===== src/rtl/lsu_done_tracker_pkg.sv =====
// Shared sizing and types for the LSU done tracker.
// Holds the slot entry layout and the pointer helper.
package lsu_done_tracker_pkg;

  localparam int unsigned WF_PER_CU     = 40;
  localparam int unsigned LSU_TRK_DEPTH = 16;
  localparam int unsigned LSU_TAG_WIDTH = 4;
  localparam int unsigned WFID_WIDTH    = $clog2(WF_PER_CU);

  typedef logic [LSU_TAG_WIDTH-1:0] tag_t;
  typedef logic [WFID_WIDTH-1:0]    wfid_t;
  typedef logic [LSU_TAG_WIDTH:0]   cnt_t;

  typedef struct packed {
    logic  valid;
    logic  done;
    wfid_t wfid;
  } entry_t;

  // Pointers wrap 15 -> 0 by natural overflow of the tag width.
  function automatic tag_t tag_inc(input tag_t t);
    return t + tag_t'(1);
  endfunction

endpackage


===== src/rtl/lsu_done_tracker_if.sv =====
// Issue/memory/retire signal bundle for the LSU done tracker.
// slave = tracker side, master = issue/memory side.
interface lsu_done_tracker_if;
  import lsu_done_tracker_pkg::*;

  logic  lsu_valid;
  wfid_t lsu_wfid;
  logic  lsu_full;
  logic  mem_req_valid;
  tag_t  mem_req_tag;
  logic  mem_ack;
  tag_t  mem_ack_tag;
  logic  lsu_done;
  wfid_t lsu_done_wfid;
  logic  overflow_err;

  modport slave (
    input  lsu_valid, lsu_wfid, mem_ack, mem_ack_tag,
    output lsu_full, mem_req_valid, mem_req_tag, lsu_done, lsu_done_wfid, overflow_err
  );

  modport master (
    output lsu_valid, lsu_wfid, mem_ack, mem_ack_tag,
    input  lsu_full, mem_req_valid, mem_req_tag, lsu_done, lsu_done_wfid, overflow_err
  );

endinterface


===== src/rtl/lsu_done_tracker_decoder.sv =====
// 4-to-16 one-hot decoder with enable; all outputs low when disabled.
module decoder_4b_16b_en (
  input  logic        en,
  input  logic [3:0]  in,
  output logic [15:0] out
);

  always_comb begin
    out = '0;
    if (en) out[in] = 1'b1;
  end

endmodule


===== src/rtl/lsu_done_tracker.sv =====
// In-order retirement tracker for LSU memory instructions: acks may arrive
// in any order, instructions retire from the head of a 16-slot age buffer.
module lsu_done_tracker
  import lsu_done_tracker_pkg::*;
(
  input  logic              clk,
  input  logic              rst,
  lsu_done_tracker_if.slave bus
);

  entry_t slot_q [LSU_TRK_DEPTH];
  entry_t slot_d [LSU_TRK_DEPTH];
  tag_t   wr_ptr_q, wr_ptr_d;
  tag_t   rd_ptr_q, rd_ptr_d;
  cnt_t   count_q, count_d;
  logic   overflow_q, overflow_d;

  logic [LSU_TRK_DEPTH-1:0] ack_hit;
  entry_t head;
  logic   full;
  logic   issue;
  logic   retire;

  decoder_4b_16b_en u_ack_dec (
    .en  (bus.mem_ack),
    .in  (bus.mem_ack_tag),
    .out (ack_hit)
  );

  assign head   = slot_q[rd_ptr_q];
  assign full   = (count_q == cnt_t'(LSU_TRK_DEPTH));
  assign issue  = bus.lsu_valid & ~full;
  assign retire = head.valid & head.done;

  always_comb begin
    for (int unsigned i = 0; i < LSU_TRK_DEPTH; i++) slot_d[i] = slot_q[i];
    wr_ptr_d   = wr_ptr_q;
    rd_ptr_d   = rd_ptr_q;
    count_d    = count_q;
    overflow_d = overflow_q | (bus.lsu_valid & full);

    // Acks to slots that are not valid (stale or stray tags) are dropped.
    for (int unsigned i = 0; i < LSU_TRK_DEPTH; i++) begin
      if (ack_hit[i] && slot_q[i].valid) slot_d[i].done = 1'b1;
    end

    if (retire) begin
      slot_d[rd_ptr_q] = '0;
      rd_ptr_d         = tag_inc(rd_ptr_q);
    end

    // The issue slot is always free, so it never collides with an ack or retire.
    if (issue) begin
      slot_d[wr_ptr_q] = '{valid: 1'b1, done: 1'b0, wfid: bus.lsu_wfid};
      wr_ptr_d         = tag_inc(wr_ptr_q);
    end

    case ({issue, retire})
      2'b10:   count_d = count_q + cnt_t'(1);
      2'b01:   count_d = count_q - cnt_t'(1);
      default: count_d = count_q;
    endcase
  end

  always_ff @(posedge clk or negedge rst) begin
    if (!rst) begin
      for (int unsigned i = 0; i < LSU_TRK_DEPTH; i++) slot_q[i] <= '0;
      wr_ptr_q   <= '0;
      rd_ptr_q   <= '0;
      count_q    <= '0;
      overflow_q <= 1'b0;
    end else begin
      for (int unsigned i = 0; i < LSU_TRK_DEPTH; i++) slot_q[i] <= slot_d[i];
      wr_ptr_q   <= wr_ptr_d;
      rd_ptr_q   <= rd_ptr_d;
      count_q    <= count_d;
      overflow_q <= overflow_d;
    end
  end

  // The request path is the only combinational input path; it is forced low in reset.
  assign bus.lsu_full      = full;
  assign bus.mem_req_valid = issue & rst;
  assign bus.mem_req_tag   = wr_ptr_q;
  assign bus.lsu_done      = retire;
  assign bus.lsu_done_wfid = retire ? head.wfid : '0;
  assign bus.overflow_err  = overflow_q;

endmodule


===== src/flat_wrapper.sv =====
// flat-port wrapper written by rule: the top's interface ports become plain ports
module lsu_done_tracker_flat import lsu_done_tracker_pkg::*;
  (clk, rst, bus_lsu_valid, bus_lsu_wfid, bus_mem_ack, bus_mem_ack_tag, bus_lsu_full, bus_mem_req_valid, bus_mem_req_tag, bus_lsu_done, bus_lsu_done_wfid, bus_overflow_err);
  lsu_done_tracker_if bus_i ();
  input  logic clk;
  input  logic rst;
  input wire logic [$bits(bus_i.lsu_valid)-1:0] bus_lsu_valid;
  input wire logic [$bits(bus_i.lsu_wfid)-1:0] bus_lsu_wfid;
  input wire logic [$bits(bus_i.mem_ack)-1:0] bus_mem_ack;
  input wire logic [$bits(bus_i.mem_ack_tag)-1:0] bus_mem_ack_tag;
  output wire logic [$bits(bus_i.lsu_full)-1:0] bus_lsu_full;
  output wire logic [$bits(bus_i.mem_req_valid)-1:0] bus_mem_req_valid;
  output wire logic [$bits(bus_i.mem_req_tag)-1:0] bus_mem_req_tag;
  output wire logic [$bits(bus_i.lsu_done)-1:0] bus_lsu_done;
  output wire logic [$bits(bus_i.lsu_done_wfid)-1:0] bus_lsu_done_wfid;
  output wire logic [$bits(bus_i.overflow_err)-1:0] bus_overflow_err;
  assign bus_i.lsu_valid = bus_lsu_valid;
  assign bus_i.lsu_wfid = bus_lsu_wfid;
  assign bus_i.mem_ack = bus_mem_ack;
  assign bus_i.mem_ack_tag = bus_mem_ack_tag;
  assign bus_lsu_full = bus_i.lsu_full;
  assign bus_mem_req_valid = bus_i.mem_req_valid;
  assign bus_mem_req_tag = bus_i.mem_req_tag;
  assign bus_lsu_done = bus_i.lsu_done;
  assign bus_lsu_done_wfid = bus_i.lsu_done_wfid;
  assign bus_overflow_err = bus_i.overflow_err;
  lsu_done_tracker u_core (.clk(clk), .rst(rst), .bus(bus_i));
endmodule

===== config.mk =====
export PLATFORM = sky130hd
export DESIGN_NAME = lsu_done_tracker_flat
export DESIGN_NICKNAME = d
export VERILOG_FILES = /design/src/rtl/lsu_done_tracker_pkg.sv /design/src/rtl/lsu_done_tracker_if.sv /design/src/rtl/lsu_done_tracker_decoder.sv /design/src/rtl/lsu_done_tracker.sv /design/src/flat_wrapper.sv
export SDC_FILE = /design/constraint.sdc
export NUM_CORES = 1
export LEC_CHECK = 0
export CAP_MARGIN = 40
export CORE_ASPECT_RATIO = 0.7
export CORE_MARGIN = 2
export CORE_UTILIZATION = 41
export DETAILED_ROUTE_END_ITERATION = 8
export GPL_ROUTABILITY_DRIVEN = 0
export SYNTH_ARGS = -nofsm -noshare
export SYNTH_HDL_FRONTEND = slang
export SYNTH_SLANG_ARGS = --single-unit

===== constraint.sdc =====
create_clock -name clk -period 6.3 [get_ports clk]
set_input_delay 1.575 -clock clk [delete_from_list [all_inputs] [get_ports clk]]
set_output_delay 1.575 -clock clk [all_outputs]
set_load 0.02 [all_outputs]

## Yosys cells after proc, flatten, opt, wreduce, memory -nomap -nowiden

Cells that the tools add are included.

| storage, ports and cells | value |
|---|---|
| output and inout bits | 14 |
| input bits | 14 |
| logic and storage cells | 126 |
| register bits after elaboration | 142 |

| operators by class | value |
|---|---|
| bitwise logic cells | 10 |
| $lt $le $gt $ge | 6 |
| reductions and logical operators | 20 |
| equality and inequality tests | 3 |
| muxes and demuxes | 31 |
| add/subtract/negate cells | 4 |

Operators by type and width:

| kind | number |
|---|---|
| two-way mux 128 bit | 2 |
| AND 128 bit | 1 |
| bitwise mux 128 bit | 1 |
| NOT 128 bit | 1 |
| demux 8 bit (select 4 bit) | 2 |
| binary-select mux 8 bit (select 4 bit) | 1 |
| two-way mux 8 bit | 4 |
| logical AND 1 bit | 19 |
| two-way mux 1 bit | 17 |
| two-way mux 16 bit | 1 |
| >= comparator 5 bit, second input constant | 2 |
| less-than comparator 5 x 1 -> 1 bit, second input constant | 2 |
| NOT 4 -> 5 bit | 2 |
| case mux 5 bit (2 select lines) | 1 |
| adder 4 x 1 -> 4 bit, second input constant | 2 |
| two-way mux 6 bit | 1 |
| adder 5 x 1 -> 5 bit, second input constant | 1 |
| == test 5 bit, second input constant | 1 |
| less-than comparator 4 x 5 -> 1 bit, second input constant | 1 |
| subtractor 5 x 1 -> 5 bit, second input constant | 1 |
| AND 1 bit | 4 |
| demux 1 bit (select 4 bit) | 1 |
| >= comparator 4 x 1 -> 1 bit, second input constant | 1 |
| == test 2 x 1 -> 1 bit, second input constant | 1 |
| 4 further kinds | 4 |

## Logic depth before layout (Yosys ltp)

Gate-level depths: netlist (run 1).

| depth | value |
|---|---|
| depth in word-level cells | 11 |
| depth in mapped cells | 16 |
| mapped depth without buffers | 13 |

## By module

A second synthesis (run 1) with hierarchy kept.

| second synthesis, totals | value |
|---|---|
| cell total of the unflattened synthesis | 528 |
| area total of the unflattened synthesis | 7123.1 sq um |

By module, submodules not included:

| module | cells an instance | instances | seq. area each (sq um) | area an instance (sq um) |
|---|---|---|---|---|
| lsu_done_tracker | 505 | 1 | 3553.4 | 7005.5 |
| decoder_4b_16b_en | 23 | 1 | 0.0 | 117.6 |

## Worst setup path before layout (run 1)

No wires, ideal clock.

| timing | value |
|---|---|
| path kind | input to output |
| from | input bus_lsu_valid |
| to | output bus_mem_req_valid |
| data required time | 4725 ps |
| stages on the path | 4 |
| buffers on the path | 1 |
| arrival | 2275 ps |
| slack | 2450 ps |
| path through | inv_1 > a21oi_1 > clkbuf_1 > and2_1 |

| between the ends | value |
|---|---|
| longest elaborated chain between the ends | 2 |

RTL lines:

| element | line | RTL |
|---|---|---|
| start: declaration | flat_wrapper.sv:7 | `input wire logic [$bits(bus_i.lsu_valid)-1:0] bus_lsu_valid;` |
| AND 1 bit | lsu_done_tracker.sv:32 | `assign issue = bus.lsu_valid & ~full;` |
| AND 1 bit | lsu_done_tracker.sv:83 | `assign bus.mem_req_valid = issue & rst;` |
| end: declaration | flat_wrapper.sv:12 | `output wire logic [$bits(bus_i.mem_req_valid)-1:0] bus_mem_req_valid;` |

No other way between the ends.

## Worst setup path after layout (run 1)

| timing | value |
|---|---|
| from | register u_core.rd_ptr_q[1] |
| to | output bus_lsu_done_wfid[5] |

| between the ends | value |
|---|---|
| longest elaborated chain between the ends | 6 |

RTL lines:

| element | line | RTL |
|---|---|---|
| start: declaration | lsu_done_tracker.sv:14 | `tag_t rd_ptr_q, rd_ptr_d;` |
| start signal: assignment | lsu_done_tracker.sv:75 | `rd_ptr_q <= rd_ptr_d;` |
| NOT 4 -> 5 bit (not written as such) * | lsu_done_tracker.sv:30 | `assign head = slot_q[rd_ptr_q];` |
| binary-select mux 8 bit (select 4 bit) * | lsu_done_tracker.sv:30 |  |
| two-way mux 8 bit (not written as such) * (2 in a row) | lsu_done_tracker.sv:30 |  |
| AND 1 bit | lsu_done_tracker.sv:33 | `assign retire = head.valid & head.done;` |
| two-way mux 6 bit * | lsu_done_tracker.sv:86 | `assign bus.lsu_done_wfid = retire ? head.wfid : '0;` |
| end: declaration | flat_wrapper.sv:15 | `output wire logic [$bits(bus_i.lsu_done_wfid)-1:0] bus_lsu_done_wfid;` |

Mark *: on every way between the ends. The rest lies on a longest branch, timed or not. The select of a mux whose other input is x is not followed.

==> results.sh, run 1 <==
export IMPL_nFillCells=1487
export IMPL_powerDensity_nw_per_um2=581
export IMPL_cp_num_cells=6
export IMPL_tritoncts_num_buffers=17
export IMPL_worstMarginPinSlew_ns=0.955
export IMPL_synthFlopType="dfrtp_1"
export IMPL_slew_headroom_pct=36.2
export IMPL_whs_ns=0.457
export IMPL_initial_core_util_pct=42.3
export IMPL_reg2reg_slack_ns=1.92
export IMPL_clockBufferDepth=2
export IMPL_yosys_warnings=0
export IMPL_setup_tns_ns=0
export IMPL_synth_cells=535
export IMPL_ctsResizeCount=0
export IMPL_finalPower_mw=4.63
export IMPL_end_kind="output port"
export IMPL_ff2ff_path_depth=13
export IMPL_crit_path_end="bus_lsu_done_wfid[5]"
export IMPL_synth_most_common_cell="dfrtp_1"
export IMPL_wl_per_cell_um=24.3
export IMPL_grt_overflow=0
export IMPL_critPathLaunchType="flip-flop"
export IMPL_synth_top_cell_area_share_pct=51.0
export IMPL_crit_fanout=31
export IMPL_crit_path_max_incr_delay_ns=0.86
export IMPL_num_antenna_cells=0
export IMPL_hpwl_um=12800
export IMPL_core_area_um2=16500
export IMPL_post_route_period_util_pct=83.5
export IMPL_rsz0062_at_grt="false"
export IMPL_wirelength_um=18900
export IMPL_crit_start="u_core.rd_ptr_q[1]"
export IMPL_worstSkewPairLatency_ns=0.42
export IMPL_cts_tree="built"
export IMPL_async_flop_share_pct=100
export IMPL_yosys_top_cells_area="dfrtp_1 (51%), a22o_1 (12%), mux4_2 (11%), ha_1 (2.2%), nor2b_1 (2.1%)"
export IMPL_setup_viol=0
export IMPL_finalCriticalPeriod_ns=5.26
export IMPL_grt_max_degree=65
export IMPL_drtPass1Iterations=6
export IMPL_synth_nets=561
export IMPL_multi_input_area_um2=3150
export IMPL_postRouteAntennaNets=0
export IMPL_dieArea_um2=18100
export IMPL_ys_seq_area_share_pct=51.0
export IMPL_nNetsFinal=568
export IMPL_r2r_start="u_core.rd_ptr_q[1]"
export IMPL_status="finished clean"
export IMPL_yosys_area_top_type="dfrtp_1"
export IMPL_io_pins=28
export IMPL_layout_drive_gt1_share_pct=17.7
export IMPL_cpLargestDelayFamily="buffers and inverters"
export IMPL_syn_to_final_growth_pct=14.3
export IMPL_finClkSkew_ns=0.00949
export IMPL_drtIter0Drc=335
export IMPL_p_leak_nw=3.59
export IMPL_grt_pass1_vias=4673
export IMPL_ys_types=50
export IMPL_clk_pin_slew_worst_paths_ns=0.06
export IMPL_globalRouteTotalUtil_pct=21.8
export IMPL_drc_errors=0
export IMPL_maxCapViolations=0
export IMPL_synth_edff_count=0
export IMPL_arrival_ns=3.69
export IMPL_vias=4826
export IMPL_die_h_um=113
export IMPL_hold_path_class="reg2reg"
export IMPL_worst_r2r_endpoint="u_core.count_q[4]"
export IMPL_seq_area_um2=3560
export IMPL_rows=39
export IMPL_cpMaxStageDelayCell="dfrtp_2"
export IMPL_fmax_mhz=190
export IMPL_cts_hold_fix_buffers=0
export IMPL_syn_cell_area_um2=6970
export IMPL_cp_required_ns=4.72
export IMPL_htreeDepth=4
export IMPL_cp_num_buf_inv=2
export IMPL_cts_sinks=142
export IMPL_synth_seq_cells=142
export IMPL_finalHoldViolations=0
export IMPL_cts_root_buffer_cell="clkbuf_16"
export IMPL_slew_violations=0
export IMPL_grt_first_pass_wirelength_um=29200
export IMPL_worstPathCellList="buf_4 > mux2_1 > mux4_2 > o211ai_4 > and2b_1 > clkdlybuf4s50_1"
export IMPL_synth_area_per_cell_um2=13.0
export IMPL_antenna_found_initial=0
export IMPL_synth_common_cells="dfrtp_1 (142), a22o_1 (96), mux4_2 (35), nor2b_1 (23), a31oi_1 (21)"
export IMPL_max_vdd_ir_drop_mv=0.199
export IMPL_drt_vias_per_instance=6.20
export IMPL_port_buffers=27
export IMPL_path_class="reg2out"
export IMPL_cts_setup_buffers=0
export IMPL_die_x_um=160
[through the flow]
step	setup WS, ns	area (µm²)	util (%)	instances
after global placement	1.52	7350	44.5	745
final	1.04	7970	48.3	778
after CTS	1.02	7970	48.3	778
after detailed placement	1.47	7380	44.8	748
after global routing	0.915	7970	48.3	778
after floorplan	2.45	6970	-	535
[layout by cell type (no fill, tap or decap), types with 8 or more instances in the layout]
cell and n:
inv_1 12, nand4_1 9, dfrtp_1 140, and2_1 19, nor2_1 9, a21o_1 16
nor2b_1 23, a22o_1 96, ha_1 12, mux4_2 35, nand2_1 8, nor2b_2 13
a31oi_1 21, clkbuf_16 17, clkdlybuf4s50_1 26
[area by class of cell]
class	count	share of cell area (%)
multi-input cells	333	39.5
clock buffers	18	5.51
inverters	12	0.565
clock inverters	12	1.84
flip-flops and latches	142	44.6
well taps	225	3.53
repair buffers	36	4.41
[layer usage]
metal | track usage, % | share of wire (%)
met2 | 29.5 | 42
met3 | 6.67 | 9.2
met5 | 0 | 0
met4 | 5.05 | 0.83
met1 | 34.0 | 48
[worst register-to-register path: cells and delay by family (launching register included)]
| family | cells | cell delay [ns] |
|---|---|---|
| DFF | 1 | 0.86 |
| muxes | 3 | 1.17 |
| adders and majority gates | 2 | 0.55 |
| xor gates and xnor gates | 2 | 0.33 |
| buffers and inverters | 2 | 0.52 |
| AOI/OAI and AO/OA | 4 | 0.89 |
[cell families after synthesis]
group | synth area share (%)
AOI/OAI and AO/OA | 19.1
xor gates and xnor gates | 1.26
adders and majority gates | 2.15
buffers and inverters | 3.86
DFF | 51.0
muxes | 13.7
and+or+nand+nor | 9.01
[power by group]
part           internal, mW  switching [mW]  leakage, nW
Combinational         0.995           0.885         1.51
Sequential             1.32           0.422         1.79
Clock                 0.625           0.386        0.283
Total                  2.94            1.69         3.59
[flip-flops by register name, indices dropped and copies added, names as in the netlist]
name / count
u_core.bus.mem_req_tag: 4
u_core.bus.overflow_err: 1
u_core.count_q: 5
u_core.rd_ptr_q: 4
u_core.slot_q: 128
[worst min path at each step]
stage                              end  slack, ns  cells past startpoint               startpoint
2_1_floorplan       u_core.slot_q[104]       0.46                      1       u_core.slot_q[104]
3_3_place_gp   u_core.bus.overflow_err       0.44                      1  u_core.bus.overflow_err
3_5_place_dp   u_core.bus.overflow_err       0.45                      1  u_core.bus.overflow_err
4_1_cts        u_core.bus.overflow_err       0.46                      1  u_core.bus.overflow_err
5_1_grt        u_core.bus.overflow_err       0.50                      1  u_core.bus.overflow_err
6_report       u_core.bus.overflow_err       0.46                      1  u_core.bus.overflow_err
No activity file was read; power rests on OpenSTA's default activity.
==> inputs of run 2 (changes only) <==
- clock period: 6.3 -> 4.45 ns (I/O delays scaled with it)
==> run 2 against run 1 <==
Effect of this change: combinational power grew 44%; cell area grew 1.4%; final cell count grew 1.8%; sequential cell count is the same; largest cell class unchanged; largest power group unchanged.
==> results.sh, run 2 (synthesis results as in run 1) <==
export IMPL_status="finished clean"
export IMPL_syn_to_final_growth_pct=15.9
export IMPL_ff2ff_path_depth=14
export IMPL_nNetsFinal=581
export IMPL_clk_pin_slew_worst_paths_ns=0.06
export IMPL_globalRouteTotalUtil_pct=20.5
export IMPL_arrival_ns=3.19
export IMPL_dpl_cell_count=761
export IMPL_most_common_layout_cells="dfrtp_1 (140), a22o_1 (96), mux4_2 (35)"
export IMPL_tritoncts_num_buffers=17
export IMPL_initial_core_util_pct=42.3
export IMPL_max_vdd_ir_drop_mv=0.261
export IMPL_r2r_start="u_core.rd_ptr_q[1]"
export IMPL_fin_ws_ns=0.145
export IMPL_cts_root_buffer_cell="clkbuf_16"
export IMPL_finalHoldViolations=0
export IMPL_layout_drive_gt1_share_pct=20.1
export IMPL_setup_viol=0
export IMPL_wirelength_um=17500
export IMPL_pre_cts_ws_ns=0.517
export IMPL_core_area_um2=16500
export IMPL_worstSkewPairLatency_ns=0.42
export IMPL_wl_per_cell_um=22.1
export IMPL_io_pins=28
export IMPL_reg2reg_slack_ns=0.58
export IMPL_top_register="u_core.slot_q"
export IMPL_slew_violations=0
export IMPL_largest_reg_flops=128
export IMPL_dieArea_um2=18100
export IMPL_top_regs="u_core.slot_q: 128 flops, u_core.count_q: 5 flops"
export IMPL_fmax_mhz=232
export IMPL_drt_vias_per_instance=6.00
export IMPL_grt_max_degree=49
export IMPL_cp_required_ns=3.34
export IMPL_cts_hold_fix_buffers=0
export IMPL_end_kind="output port"
export IMPL_drc_errors=0
export IMPL_clockBufferDepth=2
export IMPL_crit_path_end="bus_lsu_done_wfid[5]"
export IMPL_finalPower_mw=6.52
export IMPL_final_cells=792
export IMPL_antenna_found_initial=0
export IMPL_rows=39
export IMPL_nFillCells=1442
export IMPL_die_x_um=160
export IMPL_die_h_um=113
export IMPL_worst_r2r_endpoint="u_core.count_q[4]"
export IMPL_p_leak_nw=3.66
export IMPL_drtIter0Drc=509
export IMPL_slew_headroom_pct=39.6
export IMPL_rsz0062_at_grt="false"
export IMPL_design_area_um2=8080
export IMPL_seq_area_um2=3560
export IMPL_port_buffers=27
export IMPL_finalCriticalPeriod_ns=4.31
export IMPL_postRouteAntennaNets=0
export IMPL_vias=4752
export IMPL_cts_sinks=142
export IMPL_drtPass1Iterations=5
export IMPL_worstMarginPinSlew_ns=0.883
export IMPL_postPlaceCellArea_um2=7480
export IMPL_mostFrequentLayoutCell="dfrtp_1"
export IMPL_post_route_period_util_pct=96.8
export IMPL_maxCapViolations=0
export IMPL_grt_first_pass_wirelength_um=28400
export IMPL_critPathLaunchType="flip-flop"
export IMPL_num_antenna_cells=0
export IMPL_setup_tns_ns=0
export IMPL_htreeDepth=4
export IMPL_grt_pass1_vias=4736
export IMPL_powerDensity_nw_per_um2=808
export IMPL_utilization_pct=49.0
export IMPL_path_class="reg2out"
export IMPL_finClkSkew_ns=0.0100
export IMPL_crit_fanout=15
export IMPL_cts_tree="built"
export IMPL_multi_input_area_um2=3150
export IMPL_hold_path_class="reg2reg"
export IMPL_grt_overflow=0
export IMPL_whs_ns=0.496
export IMPL_crit_start="u_core.rd_ptr_q[1]"
export IMPL_hpwl_um=12700
==> run 2: critical path: stages (launching register included) <==
cell and delay (ns):
dfrtp_4 0.57, buf_4 0.30, mux2_2 0.37, o22a_1 0.29, a32o_1 0.30, o211ai_4 0.16, and2b_1 0.24, clkdlybuf4s50_1 0.53
==> run 2: worst min path at each step <==
stage | startpoint | end | slack (ns) | depth (start not counted)
floorplan | u_core.slot_q[104] | u_core.slot_q[104] | 0.46 | 1
global placement | u_core.bus.overflow_err | u_core.bus.overflow_err | 0.44 | 1
detailed placement | u_core.bus.overflow_err | u_core.bus.overflow_err | 0.47 | 1
CTS | u_core.bus.overflow_err | u_core.bus.overflow_err | 0.48 | 1
global route | u_core.bus.overflow_err | u_core.bus.overflow_err | 0.50 | 1
finish | u_core.bus.overflow_err | u_core.bus.overflow_err | 0.50 | 1
==> run 2: area by class of cell <==
type | instances | area share [%]
Sequential cell | 142 | 44.1
Multi-Input combinational cell | 333 | 39.0
Timing Repair Buffer | 49 | 5.56
Clock buffer | 18 | 5.44
Tap cell | 225 | 3.49
Clock inverter | 13 | 1.92
Inverter | 12 | 0.558
==> run 2: repair_timing <==
| action | 4_1_cts | 5_1_grt |
|---|---|---|
| setup buffers | 0 | 0 |
| resized for setup | 0 | 2 |
| setup endpoints to repair | 0 | 1 |
==> run 2: report_power, final <==
| part | leakage (nW) | total, mW | internal, mW | switching, mW |
|---|---|---|---|---|
| sequential | 1.79 | 2.39 | 1.87 | 0.513 |
| clock | 0.282 | 1.44 | 0.850 | 0.588 |
| combinational | 1.59 | 2.70 | 1.45 | 1.25 |
==> run 2: layer usage <==
metal	part of all wire, %	global-route usage [%]	vias to the layer above
li1	-	-	2088
met1	50	32.3	2486
met3	6.3	4.18	23
met5	0	0	-
met2	42	28.7	155
met4	1.4	5.35	0
